===== config.mk =====
export PLATFORM = sky130hd
export DESIGN_NAME = sysram_arbiter
export DESIGN_NICKNAME = d
export VERILOG_FILES = /design/src/rtl/sysram_arbiter.sv
export SDC_FILE = /design/constraint.sdc
export NUM_CORES = 1
export LEC_CHECK = 0
export CORE_ASPECT_RATIO = 1.1
export CORE_MARGIN = 1.5
export CORE_UTILIZATION = 28
export DETAILED_ROUTE_END_ITERATION = 10
export PLACE_DENSITY = 0.82
export SYNTH_ARGS = -nofsm -noshare
export SYNTH_HDL_FRONTEND = slang
export SYNTH_SLANG_ARGS = --single-unit

===== constraint.sdc =====
create_clock -name clk -period 1.9 [get_ports clk]
set_clock_uncertainty 0.1 [all_clocks]
set_input_delay 0.38 -clock clk [delete_from_list [all_inputs] [get_ports clk]]
set_output_delay 0.38 -clock clk [all_outputs]
set_load 0.01 [all_outputs]

===== src/rtl/sysram_arbiter.sv =====
`timescale 1ns/1ps
// Time-multiplexes the single-port system RAM between VGA screen fetch, the 6502 core and an
// auxiliary loader/IO port. Priority VGA > AUX > CPU; the CPU is only stalled at SYNC.
module sysram_arbiter #(
    parameter int unsigned ADDR_WIDTH    = 11,
    parameter int unsigned DATA_WIDTH    = 8,
    parameter int unsigned CPU_MIN_SLICE = 4
) (
    input  logic                  clk,
    input  logic                  reset,

    input  logic                  vga_req,
    input  logic [ADDR_WIDTH-1:0] vga_addr,
    output logic                  vga_valid,
    output logic [DATA_WIDTH-1:0] vga_rdata,

    input  logic [ADDR_WIDTH-1:0] cpu_addr,
    input  logic [DATA_WIDTH-1:0] cpu_wdata,
    input  logic                  cpu_we,
    input  logic                  cpu_sync,
    output logic                  cpu_rdy,
    output logic [DATA_WIDTH-1:0] cpu_rdata,

    input  logic                  aux_req,
    input  logic                  aux_we,
    input  logic [ADDR_WIDTH-1:0] aux_addr,
    input  logic [DATA_WIDTH-1:0] aux_wdata,
    output logic                  aux_gnt,
    output logic                  aux_rvalid,
    output logic [DATA_WIDTH-1:0] aux_rdata,

    output logic [ADDR_WIDTH-1:0] ram_addr,
    output logic [DATA_WIDTH-1:0] ram_wdata,
    output logic                  ram_we,
    input  logic [DATA_WIDTH-1:0] ram_rdata
);

    localparam int unsigned SliceW = $clog2(CPU_MIN_SLICE + 1);

    typedef enum logic [2:0] {
        StRst,
        StCpu,
        StDrain,
        StVga,
        StAux
    } state_e;

    state_e            state_q;
    logic [SliceW-1:0] slice_cnt_q;
    logic              slice_full;
    logic              aux_eligible;
    logic              cpu_owns;

    assign slice_full   = (slice_cnt_q == SliceW'(CPU_MIN_SLICE));
    assign aux_eligible = aux_req & slice_full;
    assign cpu_owns     = (state_q == StCpu) || (state_q == StDrain);

    always_ff @(posedge clk or posedge reset) begin
        if (reset) begin
            state_q     <= StRst;
            slice_cnt_q <= '0;
            vga_valid   <= 1'b0;
            aux_rvalid  <= 1'b0;
        end else begin
            vga_valid  <= (state_q == StVga);
            aux_rvalid <= (state_q == StAux) & ~aux_we;

            // The slice restarts whenever the CPU loses the RAM, so it is zero on every re-entry.
            if (cpu_owns) begin
                if (!slice_full) begin
                    slice_cnt_q <= slice_cnt_q + SliceW'(1);
                end
            end else begin
                slice_cnt_q <= '0;
            end

            case (state_q)
                StRst: state_q <= vga_req ? StVga : StCpu;
                StCpu: begin
                    if (cpu_sync && vga_req) begin
                        state_q <= StVga;
                    end else if (cpu_sync && aux_eligible) begin
                        state_q <= StAux;
                    end else if (!cpu_sync && (vga_req || aux_eligible)) begin
                        state_q <= StDrain;
                    end
                end
                StDrain: begin
                    if (cpu_sync) begin
                        if (vga_req) begin
                            state_q <= StVga;
                        end else if (aux_req) begin
                            state_q <= StAux;
                        end else begin
                            state_q <= StCpu;
                        end
                    end else if (!vga_req && !aux_req) begin
                        state_q <= StCpu;
                    end
                end
                StVga: begin
                    if (!vga_req) begin
                        state_q <= aux_req ? StAux : StCpu;
                    end
                end
                StAux:   state_q <= vga_req ? StVga : StCpu;
                default: state_q <= StRst;
            endcase
        end
    end

    // RAM mux decoded from the registered state so RDY drops in the same cycle the CPU loses RAM.
    always_comb begin
        cpu_rdy   = 1'b0;
        aux_gnt   = 1'b0;
        ram_addr  = cpu_addr;
        ram_wdata = cpu_wdata;
        ram_we    = 1'b0;
        case (state_q)
            StCpu, StDrain: begin
                cpu_rdy = 1'b1;
                ram_we  = cpu_we;
            end
            StVga: begin
                ram_addr = vga_addr;
            end
            StAux: begin
                ram_addr  = aux_addr;
                ram_wdata = aux_wdata;
                ram_we    = aux_we;
                aux_gnt   = 1'b1;
            end
            default: ;
        endcase
    end

    assign vga_rdata = ram_rdata;
    assign cpu_rdata = ram_rdata;
    assign aux_rdata = ram_rdata;

endmodule

==> results of run 1 <==
-- timing repair --
item                                   CTS  global route
hold buffers                             0             0
setup endpoints to repair               22            23
endpoints found under the hold margin    0             0
resized for setup                      127            15
pin swaps                               19             8
cloned                                   1             0
buffers inserted                        11             3
-- cell usage after synthesis, types with 2 or more instances --
cell and number:
nand3_1 2, xnor2_1 2, ha_1 2, buf_2 5, buf_4 25, nor2_1 5
mux2_2 8, inv_1 5, dfrtp_1 8, nand3b_1 3, nor2b_1 3, nand2_1 26
o21ai_1 2, nor3_1 3, o21ai_0 3, a22oi_1 11, a22o_1 2
-- per-stage QoR --
stage	utilization	cell area, sq um	setup slack (ps)	total power, W	TNS [ps]
after floorplan	-	998	103	0.00110	0
after global routing	0.579	1960	-285	0.00234	-4410
after CTS	0.561	1900	-209	0.00207	-2910
final	0.579	1960	-201	0.00215	-2570
after global placement	0.513	1740	-208	0.00175	-3660
after detailed placement	0.513	1740	-224	0.00177	-3960
-- placed cells by master, fill, tap and decap left out, drive strengths merged --
cell	instances
o221ai	1
nand3b	3
dfrtp	8
inv	5
a32oi	1
nor2b	4
a21o	1
nor3	3
a2111oi	1
a22oi	11
a2bb2oi	1
nand3	2
a211oi	1
clkbuf	3
and3b	1
buf	48
ha	2
nand2	26
a22o	2
nand4	1
nor3b	1
mux2i	1
xnor2	2
nand2b	1
clkdlybuf4s50	57
mux2	8
o21ai	5
nor2	5
-- metal layers --
layer,part of all wire,GRT usage,vias to the layer above
met2,0.53,0.280,43
met1,0.39,0.200,510
li1,-,-,574
met4,0.020,0.0833,0
met3,0.063,0.0295,13
met5,0,0,-
-- worst paths after layout --
| path | startpoint | to | slack (ps) | cells past startpoint |
|---|---|---|---|---|
| worst max-delay path | state_q[1] | ram_wdata[6] | -200 | 5 |
| worst min-delay path | reset | state_q[0] | 270 | 2 |
| worst max register to register | state_q[0] | state_q[0] | 270 | 7 |
| worst min register to register | slice_cnt_q[0] | slice_cnt_q[0] | 510 | 2 |
| max in group asynchronous | reset | state_q[1] | 1180 | 2 |
| min in group clk | slice_cnt_q[0] | slice_cnt_q[0] | 510 | 2 |
-- final cells by class --
| type | instances | area [sq um] |
|---|---|---|
| clock buffers | 3 | 22.5 |
| multi-input cells | 84 | 663 |
| inverters | 5 | 18.8 |
| repair buffers | 105 | 995 |
| well taps | 48 | 60.1 |
| fillers | 319 | 1430 |
| flip-flops and latches | 8 | 201 |
-- flip-flops by register name, indices dropped and copies added, names as in the netlist --
register     cells
vga_valid        1
aux_rvalid       1
slice_cnt_q      3
state_q          3
-- critical path: cells and delay by family, from the launching register on --
kind | cells | cell delay, ps
multiplexers | 1 | 300
AND/OR/NAND/NOR | 1 | 270
buffers and inverters | 3 | 380
flip-flops | 1 | 420
-- report_power, final --
group          internal, W  leakage (nW)  switching [W]  total [W]
logic             0.000944         0.770       0.000787    0.00173
clock network    0.0000720        0.0138      0.0000537   0.000126
registers         0.000237         0.102      0.0000594   0.000296
-- logic make-up (layout without fill, tap and decap cells) --
kind of cell / after synthesis / after routing / share of synthesized area
AO/OA/AOI/OAI: 24 / 24 / 0.188
XOR/XNOR: 2 / 2 / 0.0175
adder cells (fa/ha/maj): 2 / 2 / 0.0251
buffers and inverters: 36 / 113 / 0.236
flip-flops: 8 / 8 / 0.200
multiplexers: 9 / 9 / 0.100
AND/OR/NAND/NOR: 47 / 47 / 0.233
==> results by group, run 1 <==
Outcome
  • Status: complete, but fails checks
  • Failing checks: negative setup slack

STA
  • RSZ-0062 raised after global routing: true
  • Worst slew margin: 0.794
  • Max-slew violation count: 0
  • Min Clock Period, post-route: 2100 ps
  • Slew @ Worst Pin: 308 ps
  • Tcrit/Tclk final: 1.11
  • Hold WS: 269 ps
  • Final Hold Vio Count: 0
  • F_max: 0.476 GHz
  • Final number of setup-violating endpoints: 20
  • Final worst slack: -201 ps

Worst setup path
  • Crit. End Element: primary output
  • Crit path kind: flip-flop to primary output
  • Worst EP arrival: 1620 ps
  • Critical Path RT: 1420 ps
  • CP max stage cell: dfrtp_2
  • Crit-path cells: nor3b_4 > buf_6 > buf_6 > mux2_4 > buf_6
  • Peak fanout along the critical path: 5
  • Startpoint types: flip-flop
  • Largest stage delay, worst path: 420 ps
  • CP dominant cell by count: buf_6

Synth
  • Post-synth ARST share: 1.00
  • Sequential fraction of the synthesis area: 0.201
  • Post-Synthesis Cells: 128
  • Top_reg_cell synth: dfrtp_1
  • #FFs+latches synth: 8
  • Post-synth top area share: 0.201
  • Mapped Nets: 194
  • Yosys cell types: 30
  • Synth Area per Inst: 7.80 sq um
  • Mapped cell area: 998 sq um
  • Ys Warns: 0
  • Yosys top cell by area: dfrtp_1
  • EDFF count, synth: 0
  • Largest cells by area after synthesis: dfrtp_1 20%, buf_4 19%, nand2_1 9.8%

Floorplanning
  • Initial core utilization: 0.295
  • DIE AREA: 0.00393 sq mm
  • Die H: 65.6 um
  • FP Rows: 22
  • Chip width: 59.9 um
  • Io pins: 112
  • Core area: 0.00339 sq mm

Global route
  • Largest net degree at the start of global routing: 13
  • Number of global-route vias before repair: 1121
  • Antenna violations before repair: 0
  • Global-route wire length before repair: 5000 um
  • Total grt overflow: 0
  • Total track usage: 0.167

Power
  • Leakage: 0.885 nW
  • Pwr/cell area: 1100 mW/mm^2
  • Maximum VDD drop: 721 uV

Placed design
  • Placed Cells: 238
  • HPWL after detailed placement: 2440 um
  • RD Place Congestion: 0.777
  • Input/output buffers: 79

Flow run
  • Max Cap Violations: 0

Clocking
  • Clock transition at path regs: 50 ps
  • H-tree depth: 1
  • Root Driver: clkbuf_4
  • Clk Latency, worst-skew pair: 250 ps
  • Clk buf depth: 2
  • CTS Sinks: 8
  • Cts bufs inserted: 3
  • TritonCTS clock tree: yes

Routing
  • Vias: 1140
  • Remaining antenna violation count: 0
  • Initial drt markers: 22
  • Via density per instance: 4.51
  • DR WL/cell: 12.7 um
  • First-pass detailed-route iteration total: 4
  • Total routed wirelength: 3210 um
  • Residual DRC: 0

Layout
  • Share of cells above drive strength 1: 0.400
  • Area Growth Syn to Fin: 96.4%
  • Nets: 273
  • Non-Filler Instances: 253
  • N_diodes: 0

Min path
  • Hold WC Path Type: input pin to async pin
Note: power is estimated with default switching activity, not from simulation.
==> run 2, diff against run 1 <==
REMOVE_ABC_BUFFERS = 1   (was default)
clock period = 2.2 ns   (was 1.9 ns; I/O delays follow)
==> results by group, run 2 (synthesis gave the netlist of run 1 again) <==
Layout
  • Share of cells above drive strength 1: 0.347 (-0.0535)
  • Storage cell area: 200 sq um (-0.62%)
  • Biggest registers after layout: slice_cnt_q x3, state_q x3
  • Most frequent cells in the layout: 57 x clkdlybuf4s50_1, 21 x buf_6, 19 x nand2_1
  • Multi-input logic area: 642 sq um (-3.2%)
  • Utilization after layout: 0.570 (-0.00924)
  • Nets: 270 (-1.1%)
  • Area Growth Syn to Fin: 93.2%
  • Commonest non-fill, non-tap cell in the layout: clkdlybuf4s50_1
  • N_diodes: 0 (unchanged)
  • Number of fill cells: 315 (-1.3%)

Worst setup path
  • Crit-path cells: buf_6 > nor3b_4 > buf_6 > buf_8 > buf_6 > mux2_4 > buf_6
  • Largest stage delay, worst path: 390 ps (-30 ps)
  • Critical Path RT: 1660 ps (+240 ps)
  • CP max stage cell: dfrtp_1
  • CP top delay family: buffers and inverters
  • CP dominant cell by count: buf_6
  • Startpoint types: flip-flop
  • Crit path kind: flip-flop to primary output
  • Worst Reg2Reg Path Length in Cells: 5 (-2)
  • Buffers & Inverters on Critical Path: 5 (+2)
  • R2r startpoint: state_q[0]
  • RR Endpoint: state_q[2]
  • WP depth: 7 (+2)
  • Crit. End Element: primary output
  • Worst EP arrival: 1770 ps (+150 ps)
  • Peak fanout along the critical path: 5 (unchanged)
  • Reg2Reg Setup Slack: 570 ps (+300 ps)

Routing
  • Remaining antenna violation count: 0 (unchanged)
  • Residual DRC: 0 (unchanged)
  • First-pass detailed-route iteration total: 4 (unchanged)
  • Via density per instance: 4.82 (+7.0%)
  • Total routed wirelength: 3570 um (+11%)
  • DR WL/cell: 14.3 um (+13%)
  • Initial drt markers: 28 (+27%)
  • Vias: 1205 (+5.7%)

STA
  • F_max: 0.432 GHz
  • Max-slew violation count: 0 (unchanged)
  • RSZ-0062 raised after global routing: true
  • Slew @ Worst Pin: 308 ps (+0.298 ps)
  • Worst slew margin: 0.794 (about the same)
  • Min Clock Period, post-route: 2310 ps
  • Final number of setup-violating endpoints: 5 (-75%)
  • Final Hold Vio Count: 0 (unchanged)
  • Tcrit/Tclk final: 1.05
  • Final worst slack: -113 ps (+88.4 ps)

Floorplanning
  • Io pins: 112 (unchanged)
  • Chip width: 59.9 um (unchanged)
  • Initial core utilization: 0.295 (unchanged)
  • Die H: 65.6 um (unchanged)
  • FP Rows: 22 (unchanged)
  • Core area: 0.00339 sq mm (unchanged)
  • DIE AREA: 0.00393 sq mm (unchanged)

Placed design
  • HPWL after detailed placement: 2560 um (+5.2%)
  • RD Place Congestion: 0.753 (-3.1%)
  • Input/output buffers: 79 (unchanged)

Clocking
  • TritonCTS clock tree: yes
  • Clk Latency, worst-skew pair: 260 ps (about the same)
  • H-tree depth: 1 (unchanged)
  • Clk buf depth: 2 (unchanged)
  • Clock transition at path regs: 60 ps (about the same)
  • Cts bufs inserted: 3 (unchanged)
  • Post-CTS Hold Fix Bufs: 0 (unchanged)
  • CTS Sinks: 8 (unchanged)
  • Root Driver: clkbuf_4

Power
  • Internal power: 0.00108 W (-14%)
  • Combinational share of power: 0.806 (+0.002)
  • Clock power frac: 0.064 (+0.006)
  • Net Sw Frac: 0.417 (-0.000828)
  • Reg power frac: 0.130 (-0.008)
  • P_sw: 0.000772 W (-14%)
  • Pwr/cell area: 959 mW/mm^2 (-13%)
  • Total chip power: 0.00185 W (-14%)
  • Leakage: 0.882 nW (-0.36%)
  • Maximum VDD drop: 655 uV (-9.2%)

Global route
  • Number of global-route vias before repair: 1192 (+6.3%)
  • Global-route wire length before repair: 5490 um (+9.9%)
  • GR Util met2: 0.302 (+0.0217)
  • Total grt overflow: 0 (unchanged)
  • Largest net degree at the start of global routing: 13 (unchanged)
  • Antenna violations before repair: 0 (unchanged)
  • Met3 Usage GRT: 0.116 (+0.0866)
  • Global Route met1 Usage: 0.196 (-0.00477)
  • Total track usage: 0.181 (+0.0140)
  • Gr busiest metal: met2

Outcome
  • Status: complete, but fails checks
  • Failing checks: negative setup slack

Min path
  • Hold WC Path Type: input pin to async pin

Flow run
  • Max Cap Violations: 0 (unchanged)
run 2: cell count changes in the layout (fill, tap and decap cells not counted), moves of 2 or more:
cell     previous run  this run
buf_6              25        21
a22oi_2             7         1
a22oi_1             4        10
mux2_4              5         8
buf_4              11         9
mux2_2              3         0
run 2: power groups by stage:
stage	Sequential [W]	Clock [W]	Combinational (W)
2_1_floorplan	0.000297	0	0.000566
3_3_place_gp	0.000237	0	0.00129
3_5_place_dp	0.000243	0	0.00129
4_1_cts	0.000238	0.000120	0.00141
5_1_grt	0.000246	0.000126	0.00161
6_report	0.000240	0.000119	0.00149
run 2: through the flow:
| step | hold WS, ps | std cells | instance area, sq um | setup TNS (ps) | setup slack, ps |
|---|---|---|---|---|---|
| floorplan | 156 | 97 | 782 | -495 | -45.0 |
| global placement | 489 | 233 | 1700 | -3640 | -227 |
| detailed placement | 504 | 233 | 1700 | -4000 | -239 |
| CTS | 339 | 250 | 1900 | -362 | -110 |
| global route | 362 | 250 | 1930 | -943 | -150 |
| finish | 327 | 250 | 1930 | -302 | -113 |
run 2: worst max path at each step:
stage                           from            to  slack, ps
after global placement    state_q[1]   ram_addr[7]       -230
after floorplan           state_q[0]   ram_addr[0]        -40
after CTS                 state_q[0]  ram_wdata[1]       -110
after detailed placement  state_q[0]   ram_addr[7]       -240
after global routing      state_q[1]  ram_wdata[3]       -150
final                     state_q[1]  ram_wdata[3]       -110
run 2: cell type report:
class | count | area share
inverters | 5 | 0.00973
clock buffers | 3 | 0.0117
flip-flops and latches | 8 | 0.104
multi-input cells | 84 | 0.333
well taps | 48 | 0.0311
repair buffers | 102 | 0.511
run 2: routing by layer:
metal  vias up  wire length, um
met1       552             1270
met4         0                0
li1        563                -
met3         0              531
met5         -                0
met2        90             1770
run 2: worst register-to-register path: stages (launching register included):
cell and delay (ps):
dfrtp_1 390, buf_4 140, buf_4 170, o221ai_2 260, nand2_1 100, a2111oi_2 350
run 2: timing repair:
action,CTS,global route
pin swaps,3,6
cloned,3,0
buffers inserted,11,1
resized for setup,113,17
endpoints found under the setup margin,22,22
